<file path="src/rtl/ps2_key_serializer.sv">
// Turns hps_io ps2_key events into scancode bytes (E0/F0 prefixes) and shifts
// them out as PS/2 device-to-host frames on an open-drain clock/data pair.
module ps2_key_serializer #(
   parameter int HALF_CYC   = 2000,
   parameter int FIFO_DEPTH = 8
) (
   input  logic        clk,
   input  logic        reset_n,
   input  logic [10:0] ps2_key,
   input  logic        ps2_clk_i,
   input  logic        ps2_data_i,
   output logic        ps2_clk_o,
   output logic        ps2_data_o,
   output logic        busy,
   output logic        overflow
);
   localparam int AW = $clog2(FIFO_DEPTH);
   localparam int CW = $clog2(2 * HALF_CYC + 1);
   localparam logic [CW-1:0] HALF_LAST = CW'(HALF_CYC - 1);
   localparam logic [CW-1:0] CHK_LAST  = CW'(2 * HALF_CYC - 1);
   localparam logic [CW-1:0] INH_FIRST = CW'(3);
   localparam logic [AW:0]   DEPTH_W   = (AW + 1)'(FIFO_DEPTH);

   typedef enum logic [2:0] {
      ST_IDLE   = 3'd0,
      ST_BUSCHK = 3'd1,
      ST_HIGH   = 3'd2,
      ST_LOW    = 3'd3,
      ST_GAP    = 3'd4,
      ST_ABORT  = 3'd5
   } tx_state_t;

   function automatic logic odd_parity(input logic [7:0] d);
      return ~^d;
   endfunction

   logic            r_clk_m, r_clk_s, r_dat_m, r_dat_s;
   logic            r_key_prev, r_exp_active, r_pend_e0, r_pend_f0, r_overflow;
   logic [7:0]      r_exp_code;
   logic [7:0]      r_mem [FIFO_DEPTH];
   logic [AW:0]     r_wptr, r_rptr;
   tx_state_t       r_state;
   logic [CW-1:0]   r_cnt;
   logic [3:0]      r_bit;
   logic [10:0]     r_frame;
   logic            r_clk_o, r_data_o, r_busy;

   logic            w_event, w_push, w_pop, w_empty, w_busy;
   logic [1:0]      w_need;
   logic [AW:0]     w_count, w_free;
   logic [7:0]      w_push_byte, w_head;
   logic [3:0]      w_next_bit;

   // Occupancy, event detection and the byte the expander emits this cycle.
   always_comb begin
      w_count     = r_wptr - r_rptr;
      w_free      = DEPTH_W - w_count;
      w_empty     = (r_wptr == r_rptr);
      w_head      = r_mem[r_rptr[AW-1:0]];
      w_event     = !r_exp_active && (ps2_key[10] != r_key_prev);
      w_need      = 2'd1 + {1'b0, ps2_key[8]} + {1'b0, ~ps2_key[9]};
      w_push      = r_exp_active;
      w_pop       = (r_state == ST_GAP) && (r_cnt == HALF_LAST);
      w_next_bit  = r_bit + 4'd1;
      w_busy      = !w_empty || r_exp_active || (r_state != ST_IDLE);
      if (r_pend_e0) begin
         w_push_byte = 8'hE0;
      end else if (r_pend_f0) begin
         w_push_byte = 8'hF0;
      end else begin
         w_push_byte = r_exp_code;
      end
   end

   // Two-flop synchroniser for the sensed bus lines.
   always_ff @(posedge clk) begin
      if (!reset_n) begin
         r_clk_m <= 1'b1;
         r_clk_s <= 1'b1;
         r_dat_m <= 1'b1;
         r_dat_s <= 1'b1;
      end else begin
         r_clk_m <= ps2_clk_i;
         r_clk_s <= r_clk_m;
         r_dat_m <= ps2_data_i;
         r_dat_s <= r_dat_m;
      end
   end

   // Event expander: an event is dropped whole when it cannot fit entirely.
   always_ff @(posedge clk) begin
      if (!reset_n) begin
         r_key_prev   <= ps2_key[10];
         r_exp_active <= 1'b0;
         r_pend_e0    <= 1'b0;
         r_pend_f0    <= 1'b0;
         r_exp_code   <= 8'h00;
         r_overflow   <= 1'b0;
      end else if (w_event) begin
         r_key_prev <= ps2_key[10];
         if (w_free < {{(AW - 1){1'b0}}, w_need}) begin
            r_overflow <= 1'b1;
         end else begin
            r_exp_active <= 1'b1;
            r_pend_e0    <= ps2_key[8];
            r_pend_f0    <= ~ps2_key[9];
            r_exp_code   <= ps2_key[7:0];
         end
      end else if (r_exp_active) begin
         if (r_pend_e0) begin
            r_pend_e0 <= 1'b0;
         end else if (r_pend_f0) begin
            r_pend_f0 <= 1'b0;
         end else begin
            r_exp_active <= 1'b0;
         end
      end
   end

   // FIFO pointers; the extra MSB tells full from empty.
   always_ff @(posedge clk) begin
      if (!reset_n) begin
         r_wptr <= '0;
         r_rptr <= '0;
      end else begin
         if (w_push) r_wptr <= r_wptr + 1'b1;
         if (w_pop)  r_rptr <= r_rptr + 1'b1;
      end
   end

   // FIFO byte storage.
   always_ff @(posedge clk) begin
      if (reset_n && w_push) r_mem[r_wptr[AW-1:0]] <= w_push_byte;
   end

   // Transmit FSM; the head byte is only popped once its frame has completed.
   always_ff @(posedge clk) begin
      if (!reset_n) begin
         r_state  <= ST_IDLE;
         r_cnt    <= '0;
         r_bit    <= 4'd0;
         r_frame  <= 11'h7FF;
         r_clk_o  <= 1'b1;
         r_data_o <= 1'b1;
      end else begin
         case (r_state)
            ST_IDLE: begin
               r_clk_o  <= 1'b1;
               r_data_o <= 1'b1;
               r_cnt    <= '0;
               if (!w_empty) r_state <= ST_BUSCHK;
            end
            ST_BUSCHK: begin
               if (r_clk_s && r_dat_s) begin
                  if (r_cnt == CHK_LAST) begin
                     r_frame  <= {1'b1, odd_parity(w_head), w_head, 1'b0};
                     r_bit    <= 4'd0;
                     r_cnt    <= '0;
                     r_data_o <= 1'b0;
                     r_clk_o  <= 1'b1;
                     r_state  <= ST_HIGH;
                  end else begin
                     r_cnt <= r_cnt + 1'b1;
                  end
               end else begin
                  r_cnt <= '0;
               end
            end
            ST_HIGH: begin
               // Early cycles are skipped: our own clock release is still in the synchroniser.
               if (!r_clk_s && (r_cnt >= INH_FIRST) && (r_bit <= 4'd9)) begin
                  r_clk_o  <= 1'b1;
                  r_data_o <= 1'b1;
                  r_cnt    <= '0;
                  r_state  <= ST_ABORT;
               end else if (r_cnt == HALF_LAST) begin
                  r_clk_o <= 1'b0;
                  r_cnt   <= '0;
                  r_state <= ST_LOW;
               end else begin
                  r_cnt <= r_cnt + 1'b1;
               end
            end
            ST_LOW: begin
               if (r_cnt == HALF_LAST) begin
                  r_cnt   <= '0;
                  r_clk_o <= 1'b1;
                  if (r_bit == 4'd10) begin
                     r_data_o <= 1'b1;
                     r_state  <= ST_GAP;
                  end else begin
                     r_bit    <= w_next_bit;
                     r_data_o <= r_frame[w_next_bit];
                     r_state  <= ST_HIGH;
                  end
               end else begin
                  r_cnt <= r_cnt + 1'b1;
               end
            end
            ST_GAP: begin
               if (r_cnt == HALF_LAST) begin
                  r_cnt   <= '0;
                  r_state <= ST_IDLE;
               end else begin
                  r_cnt <= r_cnt + 1'b1;
               end
            end
            ST_ABORT: begin
               r_clk_o  <= 1'b1;
               r_data_o <= 1'b1;
               r_cnt    <= '0;
               r_state  <= ST_IDLE;
            end
            default: begin
               r_clk_o  <= 1'b1;
               r_data_o <= 1'b1;
               r_cnt    <= '0;
               r_state  <= ST_IDLE;
            end
         endcase
      end
   end

   // Registered activity flag.
   always_ff @(posedge clk) begin
      if (!reset_n) begin
         r_busy <= 1'b0;
      end else begin
         r_busy <= w_busy;
      end
   end

   assign ps2_clk_o  = r_clk_o;
   assign ps2_data_o = r_data_o;
   assign busy       = r_busy;
   assign overflow   = r_overflow;

endmodule

</file>
<file path="config.mk">
export PLATFORM = sky130hd
export DESIGN_NAME = ps2_key_serializer
export DESIGN_NICKNAME = d
export VERILOG_FILES = /design/src/rtl/ps2_key_serializer.sv
export SDC_FILE = /design/constraint.sdc
export NUM_CORES = 1
export LEC_CHECK = 0
export ABC_CLOCK_PERIOD_IN_PS = 6100
export BUFFER_PORTS_ARGS = -buffer_cell sky130_fd_sc_hd__buf_2
export CORE_MARGIN = 5
export CORE_UTILIZATION = 41
export CTS_CLUSTER_DIAMETER = 60
export DETAILED_ROUTE_END_ITERATION = 8
export GPL_TIMING_DRIVEN = 1
export SYNTH_ARGS = -nofsm -noshare
export SYNTH_HDL_FRONTEND = slang
export SYNTH_SLANG_ARGS = --single-unit
</file>
<file path="constraint.sdc">
create_clock -name clk -period 6.1 [get_ports clk]
set_clock_uncertainty 0.05 [all_clocks]
set_input_delay 0.915 -clock clk [delete_from_list [all_inputs] [get_ports clk]]
set_output_delay 0.915 -clock clk [all_outputs]
set_load 0.01 [all_outputs]
</file>
# --- After elaboration in Yosys (flattened, before gate mapping) ---
# Memory sizes are Yosys's and may differ from the RTL's. A register that Yosys moved wholly into a read port is not among the register bits.
# Index checks and enable logic that the tools add are counted.
word_totals:
  regBits: 57
  ram_bits: 64
  output_inout_bits: 4
  elab_cells: 134
  n_memories: 1
op_classes:
  addsub: 8
  order_cmp: 4
  n_eq_ne: 20
  mux: 53
  bitwise_logic: 3
  n_reduce_logical: 26
memory_table:
  columns: ["name", "words", "width", "rd", "rd_ports_with_merged_regs", "wr", "line_no", "source"]
  rows:
  - ["r_mem", 8, 8, 1, 1, 1, "40", "logic [7:0] r_mem [FIFO_DEPTH];"]
op_table:
  columns: ["cell", "n"]
  rows:
  - ["$mux W12", 4]
  - ["$pmux W12 S3", 1]
  - ["$mux W3", 10]
  - ["$mux W1", 27]
  - ["$mux W4", 4]
  - ["$mux W8", 2]
  - ["$pmux W3 S5", 1]
  - ["$reduce_and A5 Y1", 3]
  - ["$ne A2 B2 Y1 const B", 7]
  - ["$add A12 B1 Y12 const B", 1]
  - ["$add A4 B1 Y4 const B", 3]
  - ["$eq A12 B11 Y1 const B", 1]
  - ["$eq A12 B12 Y1 const B", 1]
  - ["$ge A12 B2 Y1 const B", 1]
  - ["$pmux W1 S4", 2]
  - ["$pmux W4 S2", 1]
  - ["$reduce_xnor A8 Y1", 1]
  - ["$eq A3 B2 Y1 const B", 2]
  - ["$logic_and A1 B1 Y1", 6]
  - ["$ne A2 B1 Y1 const B", 3]
  - ["$reduce_and A2 Y1", 3]
  - ["$reduce_and A3 Y1", 2]
  - ["$reduce_and A6 Y1", 1]
  - ["$lt A4 B5 Y1 const B", 1]
  - ["20 further kinds", 26]

# --- Logic depth before layout (Yosys ltp) ---
# Gate-level depths: netlist of the first run.
depth:
  ltp_word: 6
  ltp_mapped: 11

# --- Least setup slack after synthesis of the first run ---
# No wires, ideal clock.
synth_timing:
  path_type: "register -> register"
  from: "register r_wptr[1]"
  to: "register r_exp_code[6]"
  setup_ns: 0.128
  t_arrival_ns: 2.477
  t_required_ns: 5.922
  slack_ns: 3.445
  path_stages_with_launch: 11
  path_buffers: 1
  period_less_slack_ns: 2.655
  path_cell_list: "dfxtp_1 inv_1 ha_1 ha_1 fa_1 xnor2_1 xnor2_1 a21oi_1 buf_1 mux2i_1 nor2_1"
synth_between:
  elab_chain_cells: 5
synth_lines:
  columns: ["element", "line_no", "source"]
  rows:
  - ["start: declaration", "41", "logic [AW:0] r_wptr, r_rptr;"]
  - ["start signal: assignment", "126", "if (w_push) r_wptr <= r_wptr + 1'b1;"]
  - ["$sub A4 B4 Y4", "56", "w_count = r_wptr - r_rptr;"]
  - ["$sub A4 B4 Y4", "57", "w_free = DEPTH_W - w_count;"]
  - ["$lt A4 B2 Y1", "101", "if (w_free < {{(AW - 1){1'b0}}, w_need}) begin"]
  - ["$not A1 Y1 (no source line)", null, null]
  - ["$reduce_and A2 Y1 (no source line)", null, null]
  - ["end signal: assignment", "107", "r_exp_code <= ps2_key[7:0];"]
  - ["end: declaration", "39", "logic [7:0] r_exp_code;"]
# Every way passes these cells.
# A chain may end at the register's enable or synchronous reset.

==> results of run 1 <==
cell usage after synthesis, drive strengths merged, types with 2 or more instances:
| cell | count | share of area |
|---|---|---|
| o21bai | 2 | 0.0028 |
| nand4 | 7 | 0.0081 |
| a21oi | 12 | 0.011 |
| edfxtp | 65 | 0.36 |
| nand2b | 11 | 0.013 |
| a211oi | 2 | 0.0028 |
| xnor2 | 13 | 0.024 |
| or3 | 4 | 0.0046 |
| nand4b | 2 | 0.0033 |
| nor4 | 2 | 0.0023 |
| and2 | 7 | 0.0086 |
| buf | 5 | 0.0081 |
| mux2 | 8 | 0.018 |
| nor2 | 54 | 0.038 |
| dfxtp | 59 | 0.22 |
| o21a | 2 | 0.0028 |
| ha | 13 | 0.030 |
| mux4 | 18 | 0.079 |
| nand2 | 30 | 0.021 |
| inv | 13 | 0.0091 |
| or2 | 2 | 0.0023 |
| nor3 | 12 | 0.011 |
| nand3b | 2 | 0.0028 |
| o21ai | 7 | 0.0065 |
| nand3 | 10 | 0.0093 |
| xor2 | 13 | 0.021 |
| nor2b | 4 | 0.0046 |
| mux2i | 21 | 0.039 |
| clkbuf | 12 | 0.0084 |
registers in the layout, summed over array words and instances, names as in the netlist, 3 cells and up, named ones only:
signal / cells
r_cnt: 12
r_state: 3
r_exp_code: 8
r_bit: 4
r_wptr: 4
r_frame: 10
r_rptr: 4
r_mem: 64
metrics by stage:
step | total power [mW] | area [sq um] | std cells
5_1_grt | 2.18 | 6240 | 636
3_3_place_gp | 1.13 | 5650 | 604
3_5_place_dp | 1.13 | 5650 | 604
4_1_cts | 2.11 | 6240 | 636
6_report | 2.08 | 6240 | 636
2_1_floorplan | 1.08 | 5390 | 426
routing by layer:
| layer | share of wire | global-route usage | up-vias |
|---|---|---|---|
| li1 | - | - | 1602 |
| met1 | 0.45 | 0.165 | 1536 |
| met2 | 0.51 | 0.219 | 56 |
| met3 | 0.037 | 0.0515 | 2 |
| met4 | 0.0019 | 0.0477 | 0 |
| met5 | 0 | 0 | - |
logic make-up after synthesis:
kind of cell,after synthesis,share of synthesized area
mux,47,0.136
flops,124,0.581
fa+ha+maj,14,0.0339
buf+inv,30,0.0255
xor+xnor,26,0.0450
simple gates,151,0.136
compound gates,34,0.0418
final timing paths:
kind | start | to | slack, ps | depth (start not counted)
max | flop | r_frame[9]$_SDFFE_PN1P_ | 3350 | 6
min | r_clk_m$_SDFF_PN1_ | r_clk_s$_SDFF_PN1_ | 350 | 1
max reg2reg | flop | r_frame[9]$_SDFFE_PN1P_ | 3350 | 6
min reg2reg | r_clk_m$_SDFF_PN1_ | r_clk_s$_SDFF_PN1_ | 350 | 1
final cells by class:
| cell class | instances | area, sq um | share of cell area |
|---|---|---|---|
| tap | 172 | 215 | 0.0345 |
| clock inverter | 9 | 85.1 | 0.0136 |
| sequential | 124 | 3130 | 0.502 |
| multi-input combinational | 272 | 2130 | 0.341 |
| inverter | 13 | 48.8 | 0.00782 |
| clock buffer | 23 | 500 | 0.0802 |
| timing repair buffer | 23 | 128 | 0.0205 |
cell usage in the layout, fill, tap and decap left out, types with 3 or more instances in the layout:
cell type,synthesis,layout
nor3_1,12,10
dfxtp_1,59,59
clkinvlp_4,0,3
xnor2_1,11,11
edfxtp_1,65,65
nor2b_1,4,4
nand4_1,7,7
nand3_1,10,10
inv_1,13,13
or3_1,4,4
nand2b_1,11,11
and2_1,5,5
buf_2,1,18
mux4_2,12,12
nand2_1,30,30
clkinv_2,0,3
mux2i_1,21,21
mux2_2,6,6
o21ai_0,6,6
a21oi_1,12,12
mux4_1,6,6
clkbuf_1,12,3
clkbuf_16,0,19
xor2_1,13,13
buf_4,0,5
nor2_1,54,54
ha_1,13,13
power by group:
part           switching, mW  internal (mW)
Combinational          0.100         0.0685
Sequential            0.0185          0.927
Clock                  0.350          0.618
critical path: cells and delay by family (launching register included):
family / cells / cell delay, ps
compound gates: 1 / 190
xor+xnor: 2 / 330
mux: 2 / 970
flops: 1 / 960
simple gates: 1 / 160
==> flow_metrics.tcl, run 1 <==
set metrics [dict create \
    status "completed" \
    ir_drop_v 0.000324 \
    maxCapViolCount 0 \
    yosys_warnings 0 \
    worstPathRequired_ps 6370 \
    antenna_found_initial 0 \
    grt_overflow_total 0 \
    period_minus_slack_ps 2750 \
    tns_ps 0 \
    core_sq_um 12800 \
    worst_hold_slack_ps 354 \
    htreeDepth 4 \
    synth_fp_nets 455 \
    die_area_sq_um 15500 \
    wl_per_cell_microns 15.7 \
    min_path_type "flop to flop" \
    slowest_delay_ps 960 \
    cts.sinks 124 \
    max_freq_mhz 363 \
    n_fill_cell 1118 \
    path_clk_slew_ps 50 \
    hold_buffers 0 \
    die_y_microns 125 \
    post-place-ws_ps 3320 \
    clk_latency_ps 420 \
    fp-row-count 41 \
    syn_to_final_growth_pct 15.8 \
    die_x_microns 125 \
    synth-edff-count 65 \
    crit_path_top_delay_cell "dfxtp_1" \
    leakagePower_nw 2.27 \
    cts_resized 0 \
    finalSetupViolations 0 \
    utilization 0.488 \
    syn_area_sq_um 5390 \
    antenna_cells 0 \
    port_buffers 18 \
    vias_per_cell 5.03 \
    drt_iter0_drc 250 \
    grtUsageTotal 0.135 \
    p_per_area_nw_per_um2 334 \
    period_share 0.451 \
    wl_microns 9990 \
    synthFlopType "edfxtp_1" \
    cts_root_buffer "clkbuf_16" \
    relSlewSlack 0.338 \
    synth.avg_cell_area_sq_um 12.7 \
    numCtsBuffers 17 \
    start_kind "flop" \
    grt_pass1_vias 3175 \
    drt_first_pass_iters 4 \
    cts_tree "built" \
    slew_violations 0 \
    worstPathMaxFanout 16 \
    grt_max_degree 30 \
    cts_setup_buffers 0 \
    hold_violations 0 \
    start_util 0.422 \
    worstPathArrival_ps 3020 \
    ios 19 \
    worstPathCellList "mux4_1 -> mux2_2 -> xor2_1 -> xor2_1 -> and2_4 -> o31ai_2" \
    drc_errors 0 \
    clockBufferDepth 2 \
    dp_hpwl_microns 6690 \
    crit_path_frequent_cell "xor2_1" \
    crit_type "flop to flop" \
    ys_seq_elements 124 \
    timing.final.ws_setup_ps 3350 \
    syn_inst 426 \
    rsz0062_at_grt "false" \
    worst_pin_slew_ps 990 \
    vias 3196 \
    ys_seq_area_frac 0.581 \
    grt_pass1_wl_microns 16300 \
    final_antenna_net_count 0 \
    ys_types 52 \
    cp-end-kind "flop" \
    drive_above_1_share 0.179 \
    async_flop_share 0 \
    place_congestion 0.782 \
    fin_nets 480 \
]
(Power assumes the default switching activity.)
==> inputs of run 2 (changes only) <==
ABC_CLOCK_PERIOD_IN_PS = 2700   (was 6100)
clock period = 2.7 ns   (was 6.1 ns; I/O delays follow)
==> flow_metrics.tcl, run 2 (synthesis gave the netlist of run 1 again) <==
set metrics [dict create \
    ir_drop_v 0.000547 \
    rsz0062_at_grt "false" \
    grt_pass1_vias 3311 \
    worstPathArrival_ps 2700 \
    drt_first_pass_iters 4 \
    ios 19 \
    layout_commonest_cell "edfxtp_1" \
    die_x_microns 125 \
    tns_ps 0 \
    n_fill_cell 1092 \
    final_antenna_net_count 0 \
    antenna_found_initial 0 \
    die_area_sq_um 15500 \
    leakagePower_nw 2.34 \
    start_util 0.422 \
    antenna_cells 0 \
    cts_resized 0 \
    mostFrequentLayoutCells "edfxtp_1, dfxtp_1, nor2_1" \
    maxCapViolCount 0 \
    htreeDepth 4 \
    grt_overflow_total 0 \
    p_per_area_nw_per_um2 756 \
    cts_root_buffer "clkbuf_16" \
    cts_setup_buffers 0 \
    drive_above_1_share 0.195 \
    slew_violations 0 \
    die_y_microns 125 \
    timing.final.ws_setup_ps 253 \
    worst_hold_slack_ps 118 \
    crit_family "adder cells" \
    grtUsageTotal 0.135 \
    crit_path_top_delay_cell "fa_1" \
    cp-end-kind "flop" \
    finalSetupViolations 0 \
    worst_pin_slew_ps 506 \
    fin_nets 492 \
    clockBufferDepth 2 \
    worstPathRequired_ps 2950 \
    slowest_delay_ps 370 \
    vias_per_cell 5.06 \
    drt_iter0_drc 204 \
    drc_errors 0 \
    regArea_sq_um 3130 \
    relSlewSlack 0.662 \
    multiInputGateArea_sq_um 2120 \
    core_sq_um 12800 \
    wl_per_cell_microns 15.1 \
    crit_type "flop to flop" \
    crit_buf_inv 2 \
    port_buffers 18 \
    post-place-ws_ps 271 \
    syn_to_final_growth_pct 17.7 \
    cts_tree "built" \
    dp_hpwl_microns 6840 \
    grt_max_degree 23 \
    clk_latency_ps 420 \
    fp-row-count 41 \
    numCtsBuffers 17 \
    worstPathCellList "inv_1 -> ha_1 -> ha_1 -> fa_1 -> xnor2_1 -> xnor2_1 -> a21oi_1 -> buf_4 -> mux2i_1 -> nor2_1" \
    hold_buffers 0 \
    path_clk_slew_ps 50 \
    largest_register_ffs 64 \
    start_kind "flop" \
    min_path_type "primary input to flop" \
    status "completed" \
    cts.sinks 124 \
    place_congestion 0.816 \
    wl_microns 9810 \
    max_freq_mhz 409 \
    worstPathMaxFanout 11 \
    grt_pass1_wl_microns 16500 \
    period_share 0.906 \
    vias 3278 \
    hold_violations 0 \
    period_minus_slack_ps 2450 \
]
run 2: cell types whose count changed in the layout (fill, tap and decap cells not counted), sizes merged:
| cell | delta |
|---|---|
| clkinvlp | -1 |
| clkbuf | -4 |
| inv | +2 |
| bufinv | +2 |
| buf | +12 |
| clkinv | +1 |
run 2: per-layer routing:
layer,track usage,wire length [microns]
met5,0,0
met4,0.0535,134
met3,0.0450,382
met1,0.169,4580
met2,0.215,4720
run 2: power breakdown:
part           internal [mW]  switching, mW  total, mW
Sequential              2.09         0.0378       2.13
Clock                   1.46          0.818       2.27
Combinational          0.160          0.233      0.393
run 2: stage by stage:
| step | instance area (sq um) | utilization | total power [mW] | instances |
|---|---|---|---|---|
| floorplan | 5390 | - | 2.45 | 426 |
| global placement | 5750 | 0.450 | 2.56 | 616 |
| detailed placement | 5750 | 0.450 | 2.57 | 616 |
| CTS | 6350 | 0.497 | 4.86 | 648 |
| global route | 6350 | 0.497 | 5.00 | 648 |
| finish | 6350 | 0.497 | 4.80 | 648 |
run 2: layout make-up:
| class | instances | area share |
|---|---|---|
| clock inverters | 13 | 0.0262 |
| well taps | 172 | 0.0339 |
| multi-input cells | 272 | 0.334 |
| inverters | 13 | 0.00769 |
| clock buffers | 19 | 0.0682 |
| flip-flops and latches | 124 | 0.494 |
| repair buffers | 35 | 0.0363 |
run 2: final timing paths:
path / slack (ps) / start / cells past startpoint / to
worst min-delay path: 120 / ps2_clk_i / 2 / r_clk_m$_SDFF_PN1_
worst max-delay path: 250 / r_wptr[1]$_SDFFE_PN0P_ / 10 / r_exp_code[3]$_SDFFE_PN0P_
worst max register to register: 250 / r_wptr[1]$_SDFFE_PN0P_ / 10 / r_exp_code[3]$_SDFFE_PN0P_
worst min register to register: 360 / r_dat_m$_SDFF_PN1_ / 1 / r_dat_s$_SDFF_PN1_
==> inputs of run 3 (changes only) <==
==> constraint.sdc (replaced) <==
create_clock -name clk -period 2.7 [get_ports clk]
set_clock_uncertainty 0.05 [all_clocks]
set_input_delay 0.135 -clock clk [delete_from_list [all_inputs] [get_ports clk]]
set_output_delay 0.135 -clock clk [all_outputs]
set_load 0.01 [all_outputs]
==> flow_metrics.tcl, run 3 (synthesis gave the netlist of run 1 again) <==
set metrics [dict create \
    crit_type "flop to flop" \
    grt_pass1_vias 3410 \
    path_clk_slew_ps 60 \
    p_per_area_nw_per_um2 734 \
    mostFrequentLayoutCells "edfxtp_1, dfxtp_1, nor2_1" \
    crit_path_top_delay_cell "fa_1" \
    post-place-ws_ps 201 \
    cp-end-kind "flop" \
    cts_resized 0 \
    clockBufferDepth 2 \
    hold_buffers 12 \
    grt_overflow_total 0 \
    start_util 0.422 \
    tns_ps 0 \
    relSlewSlack 0.364 \
    vias_per_cell 5.03 \
    drc_errors 0 \
    slew_violations 0 \
    drive_above_1_share 0.187 \
    utilization 0.504 \
    drt_first_pass_iters 4 \
    cts.sinks 124 \
    clk_latency_ps 410 \
    cts_root_buffer "clkbuf_16" \
    worstPathArrival_ps 2750 \
    die_y_microns 125 \
    grt_max_degree 30 \
    ir_drop_v 0.000549 \
    place_congestion 0.803 \
    core_sq_um 12800 \
    cts_tree "built" \
    worstPathMaxFanout 11 \
    htreeDepth 4 \
    timing.final.ws_setup_ps 170 \
    wl_microns 10300 \
    finalSetupViolations 0 \
    final_antenna_net_count 0 \
    grtUsageTotal 0.143 \
    port_buffers 18 \
    slowest_delay_ps 370 \
    largest_register_ffs 64 \
    cts_setup_buffers 0 \
    die_area_sq_um 15500 \
    wl_per_cell_microns 15.6 \
    period_minus_slack_ps 2530 \
    die_x_microns 125 \
    min_path_type "primary input to flop" \
    max_freq_mhz 395 \
    vias 3314 \
    antenna_found_initial 0 \
    layout_commonest_cell "edfxtp_1" \
    drt_iter0_drc 182 \
    worstPathCellList "inv_1 -> ha_1 -> ha_1 -> fa_1 -> xnor2_1 -> xnor2_1 -> a21oi_1 -> buf_4 -> mux2i_1 -> nor2_1" \
    hold_violations 0 \
    crit_family "adder cells" \
    worstPathRequired_ps 2920 \
    status "completed" \
    numCtsBuffers 17 \
    dp_hpwl_microns 7040 \
    worst_pin_slew_ps 954 \
    period_share 0.937 \
    antenna_cells 0 \
    crit_buf_inv 2 \
    syn_to_final_growth_pct 19.4 \
    fp-row-count 41 \
    maxCapViolCount 0 \
    grt_pass1_wl_microns 17300 \
    fin_nets 503 \
    start_kind "flop" \
    rsz0062_at_grt "false" \
    ios 19 \
    leakagePower_nw 2.36 \
]
## run 3: cell count changes in the layout (fill, tap and decap cells not counted)
cell           previous run  this run
clkinv_1                  1         2
bufinv_16                 3         2
clkinv_2                  1         0
clkinvlp_4                2         4
dlygate4sd3_1             0        12
buf_4                    16        15
inv_6                     2         3
clkinv_4                  4         2
## run 3: power by group
group          leakage, nW  internal, mW  switching, mW
combinational         1.02         0.171          0.237
sequential            1.08          2.09         0.0380
clock                0.266          1.36          0.825
## run 3: worst paths after layout
kind	slack, ps	to	startpoint	depth (start not counted)
worst max register to register	170	r_exp_code[7]$_SDFFE_PN0P_	r_wptr[1]$_SDFFE_PN0P_	10
worst min register to register	350	r_dat_s$_SDFF_PN1_	r_dat_m$_SDFF_PN1_	1
worst min-delay path	40	r_pend_f0$_SDFFE_PN0P_	ps2_key[9]	4
worst max-delay path	170	r_exp_code[7]$_SDFFE_PN0P_	r_wptr[1]$_SDFFE_PN0P_	10
## run 3: worst min-delay path: cells and delay by family
| kind | cells | cell delay [ps] |
|---|---|---|
| buffers and inverters | 1 | 90 |
| multiplexers | 1 | 120 |
| AND/OR/NAND/NOR | 2 | 110 |
## run 3: final cells by class
type                            instances  area (sq um)
Clock buffer                           19           433
Inverter                               13          48.8
Sequential cell                       124          3130
Tap cell                              172           215
Fill cell                            1111          6340
Timing Repair Buffer                   46           343
Multi-Input combinational cell        272          2120
Clock inverter                         13           141
## run 3: per-stage QoR
stage               total power, mW  hold slack (ps)  instance area, sq um  cells
floorplan                      2.45              184                  5390    426
global placement               2.55              273                  5740    615
detailed placement             2.57              271                  5740    615
CTS                            4.78             13.3                  6430    659
global route                   4.93             50.6                  6430    659
finish                         4.72             39.4                  6430    659
## run 3: metal layers
| layer | wire length [microns] | share of wire | global-route usage | vias to the layer above |
|---|---|---|---|---|
| met5 | 0 | 0 | 0 | - |
| met2 | 5200 | 0.51 | 0.235 | 62 |
| met1 | 4530 | 0.44 | 0.172 | 1602 |
| li1 | - | - | - | 1640 |
| met3 | 482 | 0.047 | 0.0515 | 10 |
| met4 | 84 | 0.0082 | 0.0554 | 0 |
